`src/rtl/coincidence_pkg.sv`:
```
// Shared types and helpers for the coincidence-unit stimulus driver.
package coincidence_pkg;

    typedef enum logic [1:0] {
        ST_IDLE   = 2'd0,
        ST_DRIVE  = 2'd1,
        ST_SAMPLE = 2'd2,
        ST_DONE   = 2'd3
    } state_t;

    localparam logic [1:0] VEC_00 = 2'b00;
    localparam logic [1:0] VEC_01 = 2'b01;
    localparam logic [1:0] VEC_10 = 2'b10;
    localparam logic [1:0] VEC_11 = 2'b11;

    // vec[1] drives a, vec[0] drives b; the unit under test is an AND.
    function automatic logic exp_of(input logic [1:0] vec);
        return vec[1] & vec[0];
    endfunction

endpackage

```
`src/rtl/coincidence_stim_if.sv`:
```
// Stimulus/response link between the driver and the unit under test.
interface coincidence_stim_if;
    logic a;
    logic b;
    logic c;

    modport master (output a, output b, input c);
    modport slave  (input a, input b, output c);
endinterface

```
`src/rtl/err_accum.sv`:
```
// Saturating mismatch counter with capture of the first failing vector.
module err_accum #(
    parameter int ERR_W = 8
) (
    input  logic             clk,
    input  logic             rst_n,
    input  logic             clear,
    input  logic             sample_en,
    input  logic             mismatch,
    input  logic [1:0]       vec,
    output logic [ERR_W-1:0] err_cnt,
    output logic [1:0]       first_err_vec,
    output logic             first_err_valid
);
    localparam logic [ERR_W-1:0] ERR_MAX = '1;

    always_ff @(posedge clk) begin
        if (!rst_n || clear) begin
            err_cnt         <= '0;
            first_err_vec   <= 2'b00;
            first_err_valid <= 1'b0;
        end else if (sample_en && mismatch) begin
            if (err_cnt != ERR_MAX)
                err_cnt <= err_cnt + ERR_W'(1);
            if (!first_err_valid) begin
                first_err_vec   <= vec;
                first_err_valid <= 1'b1;
            end
        end
    end
endmodule

```
`src/rtl/coincidence_stim.sv`:
```
// Walks the four {a,b} vectors PASSES times, samples c after HOLD_CYCLES
// settle cycles and reports pass/fail, error count and first failing vector.
module coincidence_stim
    import coincidence_pkg::*;
#(
    parameter int HOLD_CYCLES = 2,
    parameter int PASSES      = 4,
    parameter int ERR_W       = 8
) (
    input  logic               clk,
    input  logic               rst_n,
    input  logic               start,
    coincidence_stim_if.master uut,
    output logic               busy,
    output logic               done,
    output logic               pass,
    output logic [ERR_W-1:0]   err_cnt,
    output logic [1:0]         first_err_vec,
    output logic               first_err_valid
);
    localparam int HOLD_W = (HOLD_CYCLES > 0) ? $clog2(HOLD_CYCLES + 1) : 1;
    localparam int PASS_W = (PASSES > 1) ? $clog2(PASSES) : 1;
    localparam logic [HOLD_W-1:0] HOLD_LOAD = HOLD_W'((HOLD_CYCLES > 0) ? HOLD_CYCLES - 1 : 0);
    localparam logic [PASS_W-1:0] PASS_LAST = PASS_W'(PASSES - 1);
    // With no settle time every vector goes straight to its sample cycle.
    localparam state_t ENTRY = (HOLD_CYCLES == 0) ? ST_SAMPLE : ST_DRIVE;

    state_t            state;
    logic [1:0]        vec;
    logic [HOLD_W-1:0] hold_cnt;
    logic [PASS_W-1:0] pass_cnt;
    logic              mismatch;
    logic              sample_en;
    logic              clear;

    assign uut.a     = vec[1];
    assign uut.b     = vec[0];
    assign mismatch  = (uut.c != exp_of(vec));
    assign sample_en = (state == ST_SAMPLE);
    assign clear     = (state == ST_IDLE) && start;

    always_ff @(posedge clk) begin
        if (!rst_n) begin
            state    <= ST_IDLE;
            vec      <= VEC_00;
            hold_cnt <= '0;
            pass_cnt <= '0;
            busy     <= 1'b0;
            done     <= 1'b0;
            pass     <= 1'b0;
        end else begin
            done <= 1'b0;
            case (state)
                ST_IDLE: begin
                    if (start) begin
                        state    <= ENTRY;
                        vec      <= VEC_00;
                        hold_cnt <= HOLD_LOAD;
                        pass_cnt <= '0;
                        busy     <= 1'b1;
                        pass     <= 1'b0;
                    end
                end
                ST_DRIVE: begin
                    if (hold_cnt == '0)
                        state <= ST_SAMPLE;
                    else
                        hold_cnt <= hold_cnt - HOLD_W'(1);
                end
                ST_SAMPLE: begin
                    if (vec == VEC_11 && pass_cnt == PASS_LAST) begin
                        state <= ST_DONE;
                        vec   <= VEC_00;
                        busy  <= 1'b0;
                        done  <= 1'b1;
                        // Fold in the final sample so pass is already valid during done.
                        pass  <= !first_err_valid && !mismatch;
                    end else begin
                        if (vec == VEC_11)
                            pass_cnt <= pass_cnt + PASS_W'(1);
                        vec      <= vec + 2'd1;
                        hold_cnt <= HOLD_LOAD;
                        state    <= ENTRY;
                    end
                end
                ST_DONE: state <= ST_IDLE;
                default: state <= ST_IDLE;
            endcase
        end
    end

    err_accum #(.ERR_W(ERR_W)) u_err_accum (
        .clk             (clk),
        .rst_n           (rst_n),
        .clear           (clear),
        .sample_en       (sample_en),
        .mismatch        (mismatch),
        .vec             (vec),
        .err_cnt         (err_cnt),
        .first_err_vec   (first_err_vec),
        .first_err_valid (first_err_valid)
    );
endmodule

```
`src/flat_wrapper.sv`:
```
// flat-port wrapper written by rule: the top's interface ports become plain ports
module coincidence_stim_flat import coincidence_pkg::*;
#(
    parameter int HOLD_CYCLES = 2,
    parameter int PASSES      = 4,
    parameter int ERR_W       = 8
)
  (clk, rst_n, start, busy, done, pass, err_cnt, first_err_vec, first_err_valid, uut_a, uut_b, uut_c);
  coincidence_stim_if uut_i ();
  input  logic clk;
  input  logic rst_n;
  input  logic start;
  output logic busy;
  output logic done;
  output logic pass;
  output logic [ERR_W-1:0] err_cnt;
  output logic [1:0] first_err_vec;
  output logic first_err_valid;
  output wire logic [$bits(uut_i.a)-1:0] uut_a;
  output wire logic [$bits(uut_i.b)-1:0] uut_b;
  input wire logic [$bits(uut_i.c)-1:0] uut_c;
  assign uut_a = uut_i.a;
  assign uut_b = uut_i.b;
  assign uut_i.c = uut_c;
  coincidence_stim #(.HOLD_CYCLES(HOLD_CYCLES), .PASSES(PASSES), .ERR_W(ERR_W)) u_core (.clk(clk), .rst_n(rst_n), .start(start), .uut(uut_i), .busy(busy), .done(done), .pass(pass), .err_cnt(err_cnt), .first_err_vec(first_err_vec), .first_err_valid(first_err_valid));
endmodule
```
`config.mk`:
```
export PLATFORM = sky130hd
export DESIGN_NAME = coincidence_stim_flat
export DESIGN_NICKNAME = d
export VERILOG_FILES = /design/src/rtl/coincidence_pkg.sv /design/src/rtl/coincidence_stim_if.sv /design/src/rtl/err_accum.sv /design/src/rtl/coincidence_stim.sv /design/src/flat_wrapper.sv
export SDC_FILE = /design/constraint.sdc
export NUM_CORES = 1
export LEC_CHECK = 0
export BUFFER_PORTS_ARGS = -buffer_cell sky130_fd_sc_hd__buf_4
export CELL_PAD_IN_SITES_DETAIL_PLACEMENT = 0
export CELL_PAD_IN_SITES_GLOBAL_PLACEMENT = 1
export CORE_ASPECT_RATIO = 0.7
export CORE_UTILIZATION = 43
export CTS_BUF_LIST = sky130_fd_sc_hd__clkbuf_2 sky130_fd_sc_hd__clkbuf_4 sky130_fd_sc_hd__clkbuf_8
export DETAILED_ROUTE_END_ITERATION = 10
export PLACE_DENSITY_LB_ADDON = 0.1
export SYNTH_ARGS = -nofsm -noshare
export SYNTH_HDL_FRONTEND = slang
export SYNTH_SLANG_ARGS = --single-unit
```
`constraint.sdc`:
```
create_clock -name clk -period 1.8 [get_ports clk]
set_clock_uncertainty 0.1 [all_clocks]
set_input_delay 0.36 -clock clk [delete_from_list [all_inputs] [get_ports clk]]
set_output_delay 0.36 -clock clk [all_outputs]
set_load 0.01 [all_outputs]
```
* Yosys cells after proc, flatten, opt, wreduce, memory -nomap -nowiden
Cells that the tools add are included.
** Operators by class
- Add/subtract/negate cells :: 4
- Bitwise logic cells :: 2
- Mux-type cells :: 20
- Eq/ne operators :: 13
- Reduce and logical (&&, ||, !) cells :: 20
** Operators with widths (count)
- 2-to-1 mux 2 bit :: 9
- AND reduction 2 bit :: 5
- adder 8 x 1 -> 8 bit, second input constant :: 1
- equality test 2 bit, second input constant :: 4
- != test 8 bit, second input constant :: 1
- one-hot mux 2 bit (2 select lines) :: 2
- one-hot mux 2 bit (4 select lines) :: 1
- AND reduction 4 bit :: 2
- != test 2 x 1 -> 1 bit, second input constant :: 3
- != test 2 bit, second input constant :: 3
- one-hot mux 2 bit (3 select lines) :: 1
- 2-to-1 mux 1 bit :: 5
- adder 2 x 1 -> 2 bit, second input constant :: 2
- logical AND 1 bit :: 4
- logical NOT 2 bit :: 2
- one-hot mux 1 bit (2 select lines) :: 2
- logical NOT 1 bit :: 3
- AND reduction 3 bit :: 1
- nonzero test 3 bit :: 1
- equality test 2 x 1 -> 1 bit, second input constant :: 1
- nonzero test 2 bit :: 1
- subtractor 2 x 1 -> 2 bit, second input constant :: 1
- bitwise AND 1 bit :: 1
- logical OR 1 bit :: 1
- 2 further kinds :: 2
** Storage, ports and cells
- Output and inout bits :: 16
- Register bits after elaboration :: 22

* Longest topological paths before layout
- Word-level depth :: 6
- Gate-level depth with buffers :: 6
- Mapped depth without buffers :: 6

* Cells and area by module
A second synthesis with hierarchy kept.
** Second synthesis, totals
- Cells, all modules :: 124
- Area, all modules :: 1156.1 µm²
** By module, submodules not included
- coincidence_stim :: instances 1, seq. area each 220.2 µm², area an instance 601.8 µm², cells each 63
- err_accum :: instances 1, seq. area each 220.2 µm², area an instance 554.3 µm², cells each 61

* Worst setup path after synthesis
Ideal clock, no wire load.
- Path kind :: register to register
- Start :: reg u_core.vec[0]
- End :: reg u_core.u_err_accum.err_cnt[5]
- Stages on the path, launching flop included :: 7
- Path slack :: 0.173 ns
- Data arrival time :: 1.457 ns
- Period minus slack after synthesis :: 1.627 ns
- Path buffers :: 1
- Library setup time :: 0.070 ns
- Cells stage by stage :: dfxtp_1 > ha_1 > buf_6 > xor2_2 > nand4_1 > or3_1 > a21oi_1
** On the way
- Cells in the longest elaborated chain, start to end :: 4
** Ends and longest elaborated chain
- start: declaration :: line coincidence_stim.sv:29 : logic [1:0] vec;
- start signal: assignment :: line coincidence_stim.sv:81 : vec <= vec + 2'd1;
- bitwise AND 1 bit :: line coincidence_pkg.sv:18 : return vec[1] & vec[0];
- != test 1 bit :: line coincidence_stim.sv:38 : assign mismatch = (uut.c != exp_of(vec));
- logical AND 1 bit :: line err_accum.sv:22 : end else if (sample_en && mismatch) begin
- AND reduction 2 bit (no line)
- end signal: assignment :: line err_accum.sv:24 : err_cnt <= err_cnt + ERR_W'(1);
- end: declaration :: line err_accum.sv:11 : output logic [ERR_W-1:0] err_cnt,
No other way between the ends.
A chain may end at the register's enable or synchronous reset.

* Worst setup path after layout
- Start :: reg u_core.vec[0]
- End :: reg u_core.u_err_accum.err_cnt[7]
Same word-level chain as after synthesis.

==> flow_summary.toml <==
[die]
dieArea_sq_um = 2850
coreArea_sq_um = 2480
fp.dieW_um = 63.4
die_h_um = 45.0
num_rows = 15
ios = 20
initial_core_util_pct = 45.8

[critical_path]
rr_startpoint = "u_core.vec[0]"
crit_chain = "ha_2 -> xnor2_2 -> nor4_1 -> and3_1 -> nor3_1"
worstPathMaxFanout = 4
worstSetupStartpointType = "register"
critPathTopFamily = "simple AND/OR/NAND/NOR gates"
worstSetupEndpointType = "register"
arrival_ns = 1.68
cp.buffers_inverters = 0
critical_path.startpoint = "u_core.vec[0]"
cp_data_required_time_ns = 1.84
path_class = "register to register"
critPathMaxStageDelay_ns = 0.41
worst_path_max_delay_cell = "dfxtp_1"

[flow_run]
cap_violations = 0

[grt]
antenna_found_initial = 0
grt_pass1_wl_um = 3920
grt_usage_pct = 18.4
grt-ovfl-total = 0
grt_max_degree = 14
grt_pass1_vias = 792

[power_and_ir_drop]
power_density_nw_per_um2 = 722
switching_share_pct = 24.2
switchingPower_uw = 239
p_leak_uw = 0.000519
p_comb_share_pct = 11.5
total_power_uw = 987
p_clk_share_pct = 36.0
irDropWorstVdd_v = 0.000467
p_int_uw = 748
p_seq_share_pct = 52.5

[hold_path]
min-delay-start = "rst_n"
hp-class = "input port to register"

[sta]
rsz0062_at_grt = "false"
drv_slew = 0
period_needed_ns = 1.63
finalSetupTns_ns = 0
worst_pin_slew_ns = 0.425
fmax_ghz = 0.612
final_hold_viol_count = 0
maxSlewHeadroom_pct = 71.6
fin_crit_sh_pct = 90.7
setup_viol = 0
holdWs_ns = 0.295

[synthesis]
synth_area_leader_cell = "dfxtp_1"
synth-seq-cells = 22
dominantRegCellSynth = "dfxtp_1"
synth_top_area_share_pct = 38.9
synth-simple-area-share_pct = 26.7
synth_edf_count = 0
syn_avg_cell_area_sq_um = 9.29
async_reset_ff_share_pct = 0
synthesis.area_sq_um = 1130
synth_mux_area_share_pct = 5.30
synth_cells = 122
seq_area_frac_synth_pct = 38.9
synthXorXnorAreaFrac_pct = 3.64
synth_fp_nets = 130
synth_warnings = 0
synth_top_family_by_area = "simple AND/OR/NAND/NOR gates"
yosys.area_share.adder_pct = 4.42
synth_area_leaders = "dfxtp_1, mux2i_1, ha_1"
synth_compound_area_share_pct = 16.0
synthDistinctLibCells = 42

[final_layout]
final_core_util_pct = 55.2
diodes = 0
fillers = 248
seq_area_sq_um = 442
fin_area_sq_um = 1370
final_cell_mix = "buf_4, dfxtp_1, nor2_1"
drive_gt1_share_pct = 25.7
multiInputGateArea_sq_um = 648
area_growth_pct = 20.6
mostFrequentLayoutCell = "buf_4"
final_nets = 153

[cts]
cts_tree = "done"
ctsRootBufferMaster = "clkbuf_8"
htreeDepth = 1
clk_latency_ns = 0.26
cts_buffers = 3
cts.clk_slew.worst_paths_ns = 0.08
clkSinkCount = 22
hold_buffers = 0
cts.path.max_buffers = 2

[drt]
drc = 0
drt_iter0_markers = 26
antenna_left = 0
vias = 936
wirelength_um = 2280
wire_per_inst_um = 12.8
drtPass1Iterations = 4
post_drt_via_cell_ratio = 5.26

[place]
place_hpwl_um = 1710
dpl_cell_area_sq_um = 1300
gp_congestion = 0.722
io_buffers = 19

[run_status]
status = "finished, final reports clean"
path summary, 6_finish.rpt:
kind                                                      end  slack, ns  cells after the start
worst min-delay path                       u_core.hold_cnt[1]       0.29                      2
worst min register to register             u_core.hold_cnt[0]       0.38                      2
worst max-delay path            u_core.u_err_accum.err_cnt[7]       0.17                      5
worst max register to register  u_core.u_err_accum.err_cnt[7]       0.17                      5
per-layer routing:
| metal | global-route usage, % | up-vias | share of wire (%) |
|---|---|---|---|
| li1 | - | 488 | - |
| met4 | 6.82 | 0 | 0.92 |
| met1 | 27.5 | 429 | 56 |
| met2 | 24.3 | 15 | 39 |
| met3 | 5.81 | 4 | 4.1 |
| met5 | 0 | - | 0 |
Yosys cell counts, types with 2 or more instances:
master	n
nor2_1	10
nor2b_1	5
a21boi_0	2
and3_1	2
nand2_1	6
nor3_1	5
a21oi_1	7
inv_1	4
and2_1	2
or3_1	2
nand2b_1	2
nor4_1	2
ha_1	4
nand3_1	5
nand3b_1	2
o21ai_0	7
mux2i_1	6
clkbuf_8	2
nand4_1	2
o21a_1	2
dfxtp_1	22
power by group through the flow:
stage          Combinational (uW)  Sequential (uW)  Clock, uW
2_1_floorplan                90.3              522          0
3_3_place_gp                  112              528          0
3_5_place_dp                  112              529          0
4_1_cts                       112              518        373
5_1_grt                       128              521        394
6_report                      113              518        356
stage by stage:
step	setup WS [ns]	instances
after floorplan	0.173	122
after global placement	0.151	174
after detailed placement	0.0857	174
after CTS	0.0675	178
after global routing	0.0293	178
final	0.167	178
logic make-up after synthesis:
group	count (synthesis)
AO/OA/AOI/OAI	27
XOR/XNOR	3
adder cells (fa/ha/maj)	4
buffers and inverters	8
flip-flops	22
multiplexers	6
AND/OR/NAND/NOR	52
flip-flops by register name, indices dropped and copies added (netlist names):
| register | cells |
|---|---|
| u_core.pass | 1 |
| u_core.done | 1 |
| u_core.pass_cnt | 2 |
| u_core.u_err_accum.err_cnt | 8 |
| u_core.busy | 1 |
| u_core.u_err_accum.first_err_vec | 2 |
| u_core.hold_cnt | 2 |
| u_core.vec | 2 |
| u_core.state | 2 |
| u_core.u_err_accum.first_err_valid | 1 |
cell type report:
cell class	count	share of cell area (%)
Clock buffer	4	4.03
Timing Repair Buffer	22	12.1
Tap cell	34	3.11
Inverter	4	1.10
Sequential cell	22	32.3
Multi-Input combinational cell	92	47.4
what timing repair did:
| item | in CTS | in global routing |
|---|---|---|
| endpoints found under the setup margin | 0 | 4 |
| resized for setup | 0 | 3 |
| setup buffers | 0 | 0 |
| hold endpoints to repair | 0 | 0 |
No activity file was read; power rests on OpenSTA's default activity.
